--- config.mk ---
export PLATFORM = sky130hd
export DESIGN_NAME = vliw_bundle_issue_flat
export DESIGN_NICKNAME = d
export VERILOG_FILES = /design/src/rtl/vliw_bundle_issue_if.sv /design/src/rtl/vliw_bundle_issue.sv /design/src/flat_wrapper.sv
export SDC_FILE = /design/constraint.sdc
export NUM_CORES = 1
export LEC_CHECK = 0
export ABC_AREA = 1
export BUFFER_PORTS_ARGS = -buffer_cell sky130_fd_sc_hd__buf_2
export CAP_MARGIN = 40
export CORE_MARGIN = 2
export CORE_UTILIZATION = 40
export CTS_BUF_LIST = sky130_fd_sc_hd__clkbuf_2 sky130_fd_sc_hd__clkbuf_4 sky130_fd_sc_hd__clkbuf_8
export DETAILED_ROUTE_END_ITERATION = 6
export PLACE_DENSITY_LB_ADDON = 0.15
export REMOVE_ABC_BUFFERS = 1
export SLEW_MARGIN = 20
export SYNTH_ARGS = -nofsm -noshare
export SYNTH_HDL_FRONTEND = slang
export SYNTH_SLANG_ARGS = --single-unit
--- constraint.sdc ---
create_clock -name clk -period 12.7 [get_ports clk]
set_input_delay 0.635 -clock clk [delete_from_list [all_inputs] [get_ports clk]]
set_output_delay 0.635 -clock clk [all_outputs]
set_load 0.01 [all_outputs]
--- src/rtl/vliw_bundle_issue_if.sv ---
// Fetch-to-decode bundle bus: fetch handshake in, per-lane decode registers out.
// master = fetch/decode environment, slave = the issue buffer.
interface vliw_bundle_issue_if #(
  parameter int XLEN   = 64,
  parameter int NLANES = 4
);
  logic [32*NLANES-1:0]   BundleF;
  logic [XLEN-1:0]        BundlePCF;
  logic                   BundleValidF;
  logic                   BundleReadyF;
  logic                   StallD;
  logic                   FlushD;
  logic [32*NLANES-1:0]   InstrD;
  logic [XLEN*NLANES-1:0] PCD;
  logic [NLANES-1:0]      LaneValidD;
  logic                   BundleSplitD;

  modport master (
    output BundleF, BundlePCF, BundleValidF, StallD, FlushD,
    input  BundleReadyF, InstrD, PCD, LaneValidD, BundleSplitD
  );

  modport slave (
    input  BundleF, BundlePCF, BundleValidF, StallD, FlushD,
    output BundleReadyF, InstrD, PCD, LaneValidD, BundleSplitD
  );
endinterface

--- src/rtl/vliw_bundle_issue.sv ---
// VLIW bundle FIFO + hazard splitter feeding the lanes' Decode registers (VLIW_WAW_SPLIT_EN adds WAW splits).
// Latency: push to InstrD in 1 cycle; backpressure: BundleReadyF low at full, StallD holds D regs and head.
module vliw_bundle_issue #(
  parameter int XLEN   = 64,
  parameter int NLANES = 4,
  parameter int DEPTH  = 4
) (
  input logic               clk,
  input logic               reset,
  vliw_bundle_issue_if.slave bus
);
  localparam int PW = $clog2(DEPTH);
  localparam int CW = PW + 1;
  localparam int BW = 32 * NLANES;
  localparam logic [31:0] NOP = 32'h0000_0013;

  typedef enum logic [1:0] {EMPTY, FRESH, PARTIAL} state_t;

  state_t                 state;
  logic [BW+XLEN-1:0]     mem [DEPTH];
  logic [PW-1:0]          wr_ptr, rd_ptr;
  logic [CW-1:0]          count, count_nxt;
  logic                   ready_q;
  logic [NLANES-1:0]      rem_mask, rem_nxt, grp;
  logic [BW-1:0]          head_bundle;
  logic [XLEN-1:0]        head_pc;
  logic                   push, issue, pop, split, stop, raw, waw;

  logic [4:0]             rd  [NLANES];
  logic [4:0]             rs1 [NLANES];
  logic [4:0]             rs2 [NLANES];
  logic [NLANES-1:0]      wr, r1, r2;
  logic [NLANES-1:0]      conf [NLANES];

  logic [BW-1:0]          issue_instr, instr_q;
  logic [XLEN*NLANES-1:0] issue_pc, pc_q;
  logic [NLANES-1:0]      vld_q;
  logic                   split_q;

  assign bus.BundleReadyF = ready_q;
  assign bus.InstrD       = instr_q;
  assign bus.PCD          = pc_q;
  assign bus.LaneValidD   = vld_q;
  assign bus.BundleSplitD = split_q;

  assign push = bus.BundleValidF && ready_q && !bus.FlushD;
  assign {head_bundle, head_pc} = mem[rd_ptr];
  assign issue = (state != EMPTY) && !bus.StallD && !bus.FlushD;

  for (genvar i = 0; i < NLANES; i++) begin : g_dec
    logic [6:0] opc;
    assign opc    = head_bundle[32*i +: 7];
    assign rd[i]  = head_bundle[32*i+7  +: 5];
    assign rs1[i] = head_bundle[32*i+15 +: 5];
    assign rs2[i] = head_bundle[32*i+20 +: 5];
    assign wr[i]  = (rd[i] != 5'd0) && (opc != 7'b0100011) && (opc != 7'b1100011);
    assign r1[i]  = (opc != 7'b0110111) && (opc != 7'b0010111) && (opc != 7'b1101111);
    assign r2[i]  = (opc == 7'b0110011) || (opc == 7'b0111011) || (opc == 7'b0100011) ||
                    (opc == 7'b1100011) || (opc == 7'b0101111);
  end

  // conf[j][k]: lane j may not share a cycle with earlier lane k
  always_comb begin
    raw = 1'b0;
    waw = 1'b0;
    for (int j = 0; j < NLANES; j++) begin
      conf[j] = '0;
      for (int k = 0; k < NLANES; k++) begin
        raw = wr[k] && ((r1[j] && (rs1[j] == rd[k])) || (r2[j] && (rs2[j] == rd[k])));
`ifdef VLIW_WAW_SPLIT_EN
        waw = wr[k] && wr[j] && (rd[j] == rd[k]);
`else
        waw = 1'b0;
`endif
        conf[j][k] = (k < j) && (raw || waw);
      end
    end
  end

  // Group grows over pending lanes until the first pending lane that hits a group member
  always_comb begin
    grp  = '0;
    stop = 1'b0;
    for (int j = 0; j < NLANES; j++) begin
      if (rem_mask[j] && !stop) begin
        if (|(conf[j] & grp)) stop = 1'b1;
        else                  grp[j] = 1'b1;
      end
    end
  end

  assign split     = (grp != rem_mask);
  assign rem_nxt   = rem_mask & ~grp;
  assign pop       = issue && (rem_nxt == '0);
  assign count_nxt = count + CW'(push) - CW'(pop);

  always_comb begin
    issue_instr = '0;
    issue_pc    = '0;
    for (int i = 0; i < NLANES; i++) begin
      issue_instr[32*i +: 32]  = grp[i] ? head_bundle[32*i +: 32] : NOP;
      issue_pc[XLEN*i +: XLEN] = head_pc + XLEN'(4 * i);
    end
  end

  always_ff @(posedge clk) begin
    if (push) mem[wr_ptr] <= {bus.BundleF, bus.BundlePCF};
  end

  always_ff @(posedge clk or negedge reset) begin
    if (!reset) begin
      state    <= EMPTY;
      wr_ptr   <= '0;
      rd_ptr   <= '0;
      count    <= '0;
      ready_q  <= 1'b0;
      rem_mask <= '1;
      instr_q  <= {NLANES{NOP}};
      pc_q     <= '0;
      vld_q    <= '0;
      split_q  <= 1'b0;
    end else if (bus.FlushD) begin
      state    <= EMPTY;
      wr_ptr   <= '0;
      rd_ptr   <= '0;
      count    <= '0;
      ready_q  <= 1'b1;
      rem_mask <= '1;
      instr_q  <= {NLANES{NOP}};
      vld_q    <= '0;
      split_q  <= 1'b0;
    end else begin
      if (push) wr_ptr <= wr_ptr + PW'(1);
      if (pop)  rd_ptr <= rd_ptr + PW'(1);
      count   <= count_nxt;
      ready_q <= (count_nxt < CW'(DEPTH));

      if (pop)        rem_mask <= '1;
      else if (issue) rem_mask <= rem_nxt;

      case (state)
        EMPTY:   if (push) state <= FRESH;
        default: begin
          if (pop)        state <= (count_nxt != '0) ? FRESH : EMPTY;
          else if (issue) state <= PARTIAL;
        end
      endcase

      if (!bus.StallD) begin
        if (issue) begin
          instr_q <= issue_instr;
          pc_q    <= issue_pc;
          vld_q   <= grp;
          split_q <= split;
        end else begin
          instr_q <= {NLANES{NOP}};
          vld_q   <= '0;
          split_q <= 1'b0;
        end
      end
    end
  end
endmodule

--- src/flat_wrapper.sv ---
// flat-port wrapper written by rule: the top's interface ports become plain ports
module vliw_bundle_issue_flat 
#(
  parameter int XLEN   = 64,
  parameter int NLANES = 4,
  parameter int DEPTH  = 4
)
  (clk, reset, bus_BundleF, bus_BundlePCF, bus_BundleValidF, bus_StallD, bus_FlushD, bus_BundleReadyF, bus_InstrD, bus_PCD, bus_LaneValidD, bus_BundleSplitD);
  vliw_bundle_issue_if #(.XLEN(XLEN), .NLANES(NLANES)) bus_i ();
  input logic clk;
  input logic reset;
  input wire logic [$bits(bus_i.BundleF)-1:0] bus_BundleF;
  input wire logic [$bits(bus_i.BundlePCF)-1:0] bus_BundlePCF;
  input wire logic [$bits(bus_i.BundleValidF)-1:0] bus_BundleValidF;
  input wire logic [$bits(bus_i.StallD)-1:0] bus_StallD;
  input wire logic [$bits(bus_i.FlushD)-1:0] bus_FlushD;
  output wire logic [$bits(bus_i.BundleReadyF)-1:0] bus_BundleReadyF;
  output wire logic [$bits(bus_i.InstrD)-1:0] bus_InstrD;
  output wire logic [$bits(bus_i.PCD)-1:0] bus_PCD;
  output wire logic [$bits(bus_i.LaneValidD)-1:0] bus_LaneValidD;
  output wire logic [$bits(bus_i.BundleSplitD)-1:0] bus_BundleSplitD;
  assign bus_i.BundleF = bus_BundleF;
  assign bus_i.BundlePCF = bus_BundlePCF;
  assign bus_i.BundleValidF = bus_BundleValidF;
  assign bus_i.StallD = bus_StallD;
  assign bus_i.FlushD = bus_FlushD;
  assign bus_BundleReadyF = bus_i.BundleReadyF;
  assign bus_InstrD = bus_i.InstrD;
  assign bus_PCD = bus_i.PCD;
  assign bus_LaneValidD = bus_i.LaneValidD;
  assign bus_BundleSplitD = bus_i.BundleSplitD;
  vliw_bundle_issue #(.XLEN(XLEN), .NLANES(NLANES), .DEPTH(DEPTH)) u_core (.clk(clk), .reset(reset), .bus(bus_i));
endmodule
# == After elaboration in Yosys (flattened, before gate mapping) ==
# Memory sizes are Yosys's and may differ from the RTL's.
# Index checks and enable logic that the tools add are counted.
# word_totals
ram_bits,768
input_bits,197
mem_count,1
register_bits,403
output_inout_bits,390
word_cells,187
# op_classes
addsub,7
bitwise_logic,7
reduce_logical,75
mux,41
magnitude_cmp,1
eq_ne,45
# mem_list
memory,depth,word_bits,read_ports,rd_clocked_by_memory_dff,write_ports,line_no,text
u_core.mem,4,192,1,0,1,vliw_bundle_issue.sv:20,logic [BW+XLEN-1:0] mem [DEPTH];
# op_table
op,count
2-to-1 mux 128 bit,3
adder 64 x 4 -> 64 bit (second input constant),2
2-to-1 mux 32 bit,4
== test 7 x 6 -> 1 bit (second input constant),12
adder 64 x 3 -> 64 bit (second input constant),1
== test 5 bit,12
inequality test 7 x 6 -> 1 bit (second input constant),6
inequality test 7 bit (second input constant),6
logical AND 1 bit,37
2-to-1 mux 4 bit,6
== test 7 bit (second input constant),3
inequality test 7 x 5 -> 1 bit (second input constant),3
logical OR 1 bit,18
2-to-1 mux 1 bit,18
2-to-1 mux 2 bit,9
nonzero test 5 bit,3
OR reduction 4 bit,3
nonzero test 2 bit,3
nonzero test 3 bit,2
adder 2 x 1 -> 2 bit (second input constant),2
AND 4 bit,1
zero test 1 bit,4
zero test 4 bit,1
inequality test 4 bit,1
other kinds (15),16

# == Longest topological paths before layout ==
# Gate-level depths: netlist of the first run.
# An unclocked memory read counts as a cell.
# depth
depth_word,31
mapped_depth,33

# == Least setup slack after synthesis of the first run ==
# Ideal clock, no wire load.
# synth_path
kind,in2reg
start,input port bus_FlushD
end,"memory u_core.mem[0][0] in the netlist's numbering, enable pin"
required_ns,11.952
setup_slack_ns,2.714
path_stages,4
t_arrival_ns,9.238
cell_sequence,clkbuf_1 nor3_1 inv_1 nor2_1
# synth_via
elab_chain_cells,4
# synth_rtl
item,line_no,text
from (decl),flat_wrapper.sv:16,input wire logic [$bits(bus_i.FlushD)-1:0] bus_FlushD;
zero test 1 bit,vliw_bundle_issue.sv:46,assign push = bus.BundleValidF && ready_q && !bus.FlushD;
logical AND 1 bit,vliw_bundle_issue.sv:46,
2-to-1 mux 1 bit,vliw_bundle_issue.sv:107,"if (push) mem[wr_ptr] <= {bus.BundleF, bus.BundlePCF};"
2-to-1 mux 1 bit (not written as such),vliw_bundle_issue.sv:107,
to (decl),vliw_bundle_issue.sv:20,
# Every way passes these cells.

# == Final worst setup path of the first run ==
# layout_path
start,register u_core.rd_ptr[1]
end,register u_core.state[0]
# layout_via
elab_chain_cells,31
elab_cells_between_ends,126
# layout_rtl
item,line_no,text
from (decl),vliw_bundle_issue.sv:21,"logic [PW-1:0] wr_ptr, rd_ptr;"
from (signal assigned),vliw_bundle_issue.sv:134,if (pop) rd_ptr <= rd_ptr + PW'(1);
memory (4 x 192 bit) (*),-,
== test 7 x 6 -> 1 bit,vliw_bundle_issue.sv:58,assign r2[i] = (opc == 7'b0110011) || (opc == 7'b0111011) || (opc == 7'b0100011) ||
logical OR 1 bit (3 in a row),vliw_bundle_issue.sv:58,
logical OR 1 bit,vliw_bundle_issue.sv:59,(opc == 7'b1100011) || (opc == 7'b0101111);
logical AND 1 bit,vliw_bundle_issue.sv:69,raw = wr[k] && ((r1[j] && (rs1[j] == rd[k])) || (r2[j] && (rs2[j] == rd[k])));
logical OR 1 bit,vliw_bundle_issue.sv:69,
logical AND 1 bit,vliw_bundle_issue.sv:69,
AND 1 bit,vliw_bundle_issue.sv:86,if (|(conf[j] & grp)) stop = 1'b1;
[... 13 more ...],-,
zero test 4 bit (*),vliw_bundle_issue.sv:94,assign pop = issue && (rem_nxt == '0);
logical AND 1 bit (*),vliw_bundle_issue.sv:94,
subtractor 3 x 1 -> 3 bit,vliw_bundle_issue.sv:95,assign count_nxt = count + CW'(push) - CW'(pop);
nonzero test 3 bit,vliw_bundle_issue.sv:144,if (pop) state <= (count_nxt != '0) ? FRESH : EMPTY;
2-to-1 mux 1 bit,vliw_bundle_issue.sv:144,
2-to-1 mux 2 bit,vliw_bundle_issue.sv:144,
2-to-1 mux 2 bit,vliw_bundle_issue.sv:141,case (state)
2-to-1 mux 2 bit,vliw_bundle_issue.sv:122,end else if (bus.FlushD) begin
to (signal assigned),vliw_bundle_issue.sv:144,
to (decl),vliw_bundle_issue.sv:19,state_t state;
# Every way passes the cells marked *; elsewhere a longest branch is shown, timed or not.
# A chain may end at the register's enable or synchronous reset.

==> reports/metrics.cfg, run 1 <==
[clock_tree]
cts_root_buf=clkbuf_8
cts.clk_slew.worst_paths_ns=0.06
cts_tree=built
clk_latency_ns=0.90
cts_buffer_depth=3
htreeDepth=4
cts_sinks=1163
numCtsBuffers=197

[floorplanning]
fp.dieH_microns=355.6
die-area_sq_um=126400
io_pins=587
die_w_microns=355.6
initial_utilization=0.4046
fp-row-count=128
core_region_area_sq_um=122200

[place]
port_buffers=586
gpl.final_weighted_congestion=0.9088
dp.cells=6757
place_ws_ns=6.189
post_dp_cell_area_sq_um=54070
hpwlAfterDp_microns=106700

[worst_hold_path]
whs_path_depth=4
min-delay-start=bus_StallD
hold_end=u_core.bus.InstrD[94]
hp-class=in2reg

[critical_path]
r2r_slack_ns=6.46
cp.required_ns=13.47
worstRegToRegCells=32
slowest_stage=dfrtp_4
cp_slowest_stage_delay_ns=0.72
end_kind=flip-flop
arrival_ns=7.01
r2r_start=u_core.rd_ptr[1]
cp_common_cell=nand2_1
crit_fanout=92
r2r-end=u_core.state[0]
crit_type=reg2reg
startpoint_type=flip-flop

[grt]
antenna_found_initial=24
grt_pass1_vias=36090
grt_pass1_wl_microns=235700
grt_max_degree=217
overflow=0
grt_usage=0.2499

[cells_and_area]
multi_input_area_sq_um=14380
layout-drive-gt1-share=0.1956
layout.cells.non_filler=7328
fillers=11400
nets=5737
areaGrowthSynthToFinish_pct=21.96
regArea_sq_um=32970
stdcell_area_sq_um=60300

[power_and_ir_drop]
leakagePower_nw=25.77
ir_worst_vdd_uv=165.4
power.density_nw_per_um2=219.4

[logic_synthesis]
synthArstFlopShare=0.3396
syn-instance-count=4723
avgSynthCellArea_sq_um=10.47
yosysSeqAreaShare=0.6668
yosys_most_used_dff=edfxtp_1
ys_types=59
synth_edf_count=768
yosysWarnings=0
ys_seq_elements=1163
synth_area_sq_um=49440

[timing]
worst_slack_ns=6.455
setup_violations=0
rsz0062_at_grt=false
worst_pin_slew_ns=1.111
slew_viol_final=0
max_clock_freq_mhz=160.1
skew_ns=0.04258
fin_crit_sh=0.4917
timing_hold_violations_final=0
min_period_ns=6.245
tns_ns=0
slew_headroom=0.2594

[route]
drc=0
via_count=37520
wire_per_inst_microns=21.91
dr.pass1.iters=5
final_antenna_net_count=0
drt_iter0_drc=3146
totalWireLength_microns=160500
vias_per_cell=5.120

[status]
status=finished clean

[job]
max_cap_viol_count=0

## final cells by class
| type | count | share of cell area |
|---|---|---|
| inverters | 275 | 0.01749 |
| multi-input cells | 3055 | 0.2384 |
| clock inverters | 58 | 0.007449 |
| diodes | 4 | 0.0001660 |
| repair buffers | 835 | 0.09336 |
| flip-flops and latches | 1163 | 0.5469 |
| clock buffers | 313 | 0.06252 |
| well taps | 1625 | 0.03372 |
## worst max-delay path by stage
stage                     start                  to  slack (ns)  depth (start not counted)
4_1_cts        u_core.rd_ptr[1]     u_core.state[0]        6.15                         32
5_1_grt        u_core.rd_ptr[1]     u_core.state[0]        5.90                         32
3_3_place_gp   u_core.rd_ptr[0]     u_core.state[0]        5.71                         28
2_1_floorplan        bus_StallD  u_core.bus.PCD[85]       -6.62                          9
6_report       u_core.rd_ptr[1]     u_core.state[0]        6.46                         32
3_5_place_dp   u_core.rd_ptr[1]     u_core.state[0]        6.19                         32
## logic make-up (layout without fill, tap and decap cells)
family	Yosys count	count (layout)	synth area share
and+or+nand+nor	2347	2347	0.1935
DFF	1163	1163	0.6668
AOI/OAI and AO/OA	612	612	0.07784
buffers and inverters	505	1481	0.04348
xor gates and xnor gates	75	75	0.01329
adders and majority gates	13	13	0.003442
muxes	8	8	0.001620
other	0	4	0
## registers in the layout (all words and copies together) (netlist names)
name	flops
u_core.rd_ptr	2
u_core.bus.PCD	248
u_core.bus.BundleReadyF	1
u_core.bus.InstrD	128
u_core.count	3
u_core.state	2
u_core.bus.LaneValidD	4
u_core.rem_mask	4
u_core.mem	768
u_core.bus.BundleSplitD	1
u_core.wr_ptr	2
## layout by cell type (no fill, tap or decap), types with 16 or more instances in the layout
master | netlist | routed
a21oi_1 | 100 | 100
a31oi_1 | 31 | 31
a32o_1 | 28 | 28
buf_2 | 50 | 586
buf_4 | 35 | 32
clkbuf_4 | 0 | 86
clkbuf_8 | 0 | 227
clkinv_1 | 1 | 21
clkinv_2 | 0 | 20
dfrtp_1 | 379 | 377
dfstp_2 | 16 | 16
dlygate4sd3_1 | 0 | 194
edfxtp_1 | 768 | 768
inv_1 | 231 | 230
inv_2 | 43 | 41
nand2_1 | 1534 | 1534
nand3_1 | 344 | 344
nand4_1 | 55 | 55
nor2_1 | 355 | 348
o21a_1 | 59 | 59
o21ai_0 | 215 | 215
o21ai_1 | 22 | 22
o22ai_1 | 43 | 43
o31ai_1 | 38 | 38
xnor2_1 | 27 | 27
xor2_1 | 48 | 48
## what timing repair did
item,4_1_cts,5_1_grt
hold buffers,194,0
gates resized for setup,0,0
endpoints found under the hold margin,858,0
setup buffers,0,0
## through the flow
stage | hold slack (ns) | util | power [mW]
4_1_cts | 0.08379 | 0.4929 | 13.29
2_1_floorplan | 0.3394 | - | 7.894
3_5_place_dp | 0.4612 | 0.4425 | 9.666
6_report | 0.2178 | 0.4934 | 13.23
5_1_grt | 0.1479 | 0.4934 | 14.00
3_3_place_gp | 0.4586 | 0.4401 | 9.582
## routing by layer
metal | share of wire | global-route usage | wire length [microns]
met1 | 0.41 | 0.3222 | 66230
met5 | 0.0013 | 0 | 206
met4 | 0.037 | 0.09754 | 5953
met3 | 0.082 | 0.07134 | 13180
met2 | 0.47 | 0.3987 | 74980
## power breakdown
group,internal [mW],switching (mW),total (mW)
registers,4.65,0.433,5.09
logic,1.47,3.13,4.60
clock network,1.96,1.58,3.54
total,8.08,5.15,13.2
## Yosys cell counts (all sizes together), types with 6 or more instances
master / count / area [sq um]
edfxtp: 768 / 23060
o21ai: 239 / 1204
ha: 12 / 150.1
o31ai: 47 / 432.9
dfrtp: 379 / 9484
xnor2: 27 / 236.5
nor4: 6 / 56.31
o22ai: 43 / 269.0
dfstp: 16 / 420.4
a21oi: 100 / 500.5
a32o: 28 / 280.3
nand4: 55 / 344.1
o21a: 59 / 442.9
a31o: 11 / 96.34
a41oi: 8 / 70.07
a211oi: 10 / 75.07
buf: 125 / 723.2
a31oi: 31 / 193.9
clkbuf: 105 / 394.1
a21o: 8 / 60.06
nor3: 19 / 120.1
nand2: 1541 / 5807
mux2i: 8 / 80.08
nor2: 369 / 1425
xor2: 48 / 420.4
inv: 274 / 1028
nand3: 345 / 1732
o211ai: 15 / 112.6
## critical path, delay by kind of cell, from the launching register on
family,cells,cell delay [ns]
compound gates,1,0.07
xor+xnor,2,0.37
fa+ha+maj,4,0.97
buf+inv,9,2.05
flops,1,0.72
simple gates,16,1.79
Note: power is estimated with default switching activity, not from simulation.
==> run 2: changes to the inputs <==
==> constraint.sdc (replaced) <==
create_clock -name clk -period 5.8 [get_ports clk]
set_input_delay 0.29 -clock clk [delete_from_list [all_inputs] [get_ports clk]]
set_output_delay 0.29 -clock clk [all_outputs]
set_load 0.01 [all_outputs]
==> reports/metrics.cfg, run 2 (synthesis results as in run 1) <==
[timing]
skew_ns=0.06031  ; +0.01773 ns
slew_headroom=0.2775  ; +0.01808
timing_hold_violations_final=0  ; unchanged
worst_slack_ns=0.8775  ; -5.578 ns
setup_violations=0  ; unchanged
fin_crit_sh=0.8487  ; +0.3570
max_clock_freq_mhz=203.2  ; +27%
worst_pin_slew_ns=1.084  ; -0.02712 ns
slew_viol_final=0  ; unchanged
timing.hold.ws_ns=0.1465  ; -0.07137 ns
min_period_ns=4.922  ; -1.322 ns
rsz0062_at_grt=false
tns_ns=0  ; unchanged

[worst_hold_path]
hp-class=in2reg
min-delay-start=bus_BundlePCF[9]

[job]
max_cap_viol_count=0  ; unchanged

[grt]
busiest_layer=met2
use_met3=0.05905  ; -0.01229
grt_usage=0.2511  ; +0.001142
grt_max_degree=206  ; -5.1%
grt.met2_usage=0.4028  ; +0.004125
met1_usage=0.3306  ; +0.008480
antenna_found_initial=21  ; -13%
grt_pass1_vias=36530  ; +1.2%
grt_pass1_wl_microns=237300  ; +0.69%
overflow=0  ; unchanged

[critical_path]
crit_start=u_core.rd_ptr[1]
path_delay_family=simple AND/OR/NAND/NOR gates
arrival_ns=5.70  ; -1.31 ns
slowest_stage=inv_8
cp.buffers_inverters=5  ; -4
end_kind=flip-flop
cp_slowest_stage_delay_ns=0.53  ; -0.19 ns
cp.required_ns=6.57  ; -6.90 ns
crit_fanout=106  ; +15%
crit_type=reg2reg
cp_common_cell=nand2_1
r2r_start=u_core.rd_ptr[1]
startpoint_type=flip-flop

[power_and_ir_drop]
p_int_mw=17.65  ; +120%
p_seq_frac=0.383  ; about the same
pwr-share-comb=0.351  ; +0.003
p_switching_mw=11.30  ; +120%
ir_worst_vdd_uv=341.0  ; +110%
power.density_nw_per_um2=479.3  ; +120%
leakagePower_nw=25.79  ; about the same
pwr-share-clk=0.266  ; -0.002
switching_share=0.3904  ; +0.0009446
p_total_mw=28.95  ; +120%

[clock_tree]
cts_tree=built
numCtsBuffers=195  ; -1.0%
cts.clk_slew.worst_paths_ns=0.06  ; about the same
ctsResizeCount=0  ; unchanged
cts_sinks=1163  ; unchanged
htreeDepth=4  ; unchanged
cts_root_buf=clkbuf_8
clk_latency_ns=0.92  ; +0.02 ns
cts_buffer_depth=3  ; unchanged

[cells_and_area]
final_cell_mix=1,533 x nand2_1, 768 x edfxtp_1, 585 x buf_2, 377 x dfrtp_1, 348 x nor2_1
stdcell_area_sq_um=60400  ; +0.17%
areaGrowthSynthToFinish_pct=22.16
fin_util=0.4943  ; +0.0008290
nets=5749  ; +0.21%
fillers=11280  ; -1.1%
layout-drive-gt1-share=0.1971  ; +0.001478
largest_reg_flops=768  ; unchanged
regMostFlops=u_core.mem
final_common_cell=nand2_1
layout.cells.non_filler=7342  ; +0.19%

[place]
hpwlAfterDp_microns=106200  ; -0.42%
post_dp_cell_area_sq_um=54110  ; about the same
place_ws_ns=0.8420  ; -5.347 ns
dp.cells=6766  ; +0.13%
gpl.final_weighted_congestion=0.9059  ; -0.32%
port_buffers=586  ; unchanged

[route]
vias_per_cell=5.141  ; +0.41%
wire_per_inst_microns=21.86  ; -0.22%
dr.pass1.iters=6  ; +1
drt_iter0_drc=2951  ; -6.2%
drc=0  ; unchanged
via_count=37750  ; +0.61%
final_antenna_net_count=0  ; unchanged
totalWireLength_microns=160500  ; about the same

[floorplanning]
fp-row-count=128  ; unchanged
die-area_sq_um=126400  ; unchanged
fp.dieH_microns=355.6  ; unchanged
core_region_area_sq_um=122200  ; unchanged
die_w_microns=355.6  ; unchanged
initial_utilization=0.4046  ; unchanged
io_pins=587  ; unchanged

[status]
status=finished clean

run 2: cell count changes in the layout (fill, tap and decap cells not counted), moves of 3 or more:
cell,change
clkinv_2,+3
clkinv_1,-4
clkbuf_8,+6
clkinvlp_4,+3
clkbuf_4,-9
dlygate4sd3_1,+3
buf_12,+3
inv_6,-4
inv_8,+3
clkinv_8,-4
diode_2,+6
buf_4,+11
run 2: layout make-up:
class,instances,area (sq um),area share
Clock buffer,310,3785,0.06266
Clock inverter,55,405.4,0.006712
Timing Repair Buffer,849,5742,0.09506
Inverter,275,1055,0.01746
Multi-Input combinational cell,3055,14380,0.2381
Tap cell,1625,2033,0.03366
Antenna cell,10,25.02,0.0004143
Sequential cell,1163,32970,0.5459
run 2: per-layer routing:
layer	up-vias	wire, microns
li1	17760	-
met1	18240	66990
met2	1427	75190
met3	288	12650
met4	26	5504
met5	-	161
run 2: final timing paths:
kind / end / slack (ns) / cells past startpoint
setup / recovery: u_core.state[0] / 0.88 / 26
hold / removal: u_core.mem[2][9] / 0.15 / 2
setup reg to reg: u_core.state[0] / 0.88 / 26
hold reg to reg: u_core.bus.InstrD[108] / 0.47 / 2
max in group asynchronous: u_core.bus.InstrD[63] / 4.01 / 4
min in group asynchronous: u_core.bus.PCD[212] / 0.47 / 3
run 2: power by group through the flow:
| stage | Sequential [mW] | Clock [mW] | Combinational (mW) |
|---|---|---|---|
| floorplan | 11.7 | 0 | 5.55 |
| global placement | 11.2 | 0 | 9.92 |
| detailed placement | 11.2 | 0 | 10.0 |
| CTS | 11.1 | 7.86 | 10.2 |
| global route | 11.2 | 8.24 | 11.2 |
| finish | 11.1 | 7.69 | 10.2 |
run 2: worst register-to-register path, delay by kind of cell, from the launching register on:
| family | cells | cell delay, ns |
|---|---|---|
| AO/OA/AOI/OAI | 3 | 0.40 |
| flip-flops | 1 | 0.51 |
| buffers and inverters | 5 | 1.24 |
| AND/OR/NAND/NOR | 13 | 1.53 |
| adder cells (fa/ha/maj) | 4 | 0.93 |
| XOR/XNOR | 1 | 0.20 |
run 2: timing repair:
| item | CTS | global route |
|---|---|---|
| hold buffers | 198 | 0 |
| setup buffers | 0 | 0 |
| endpoints found under the hold margin | 882 | 0 |
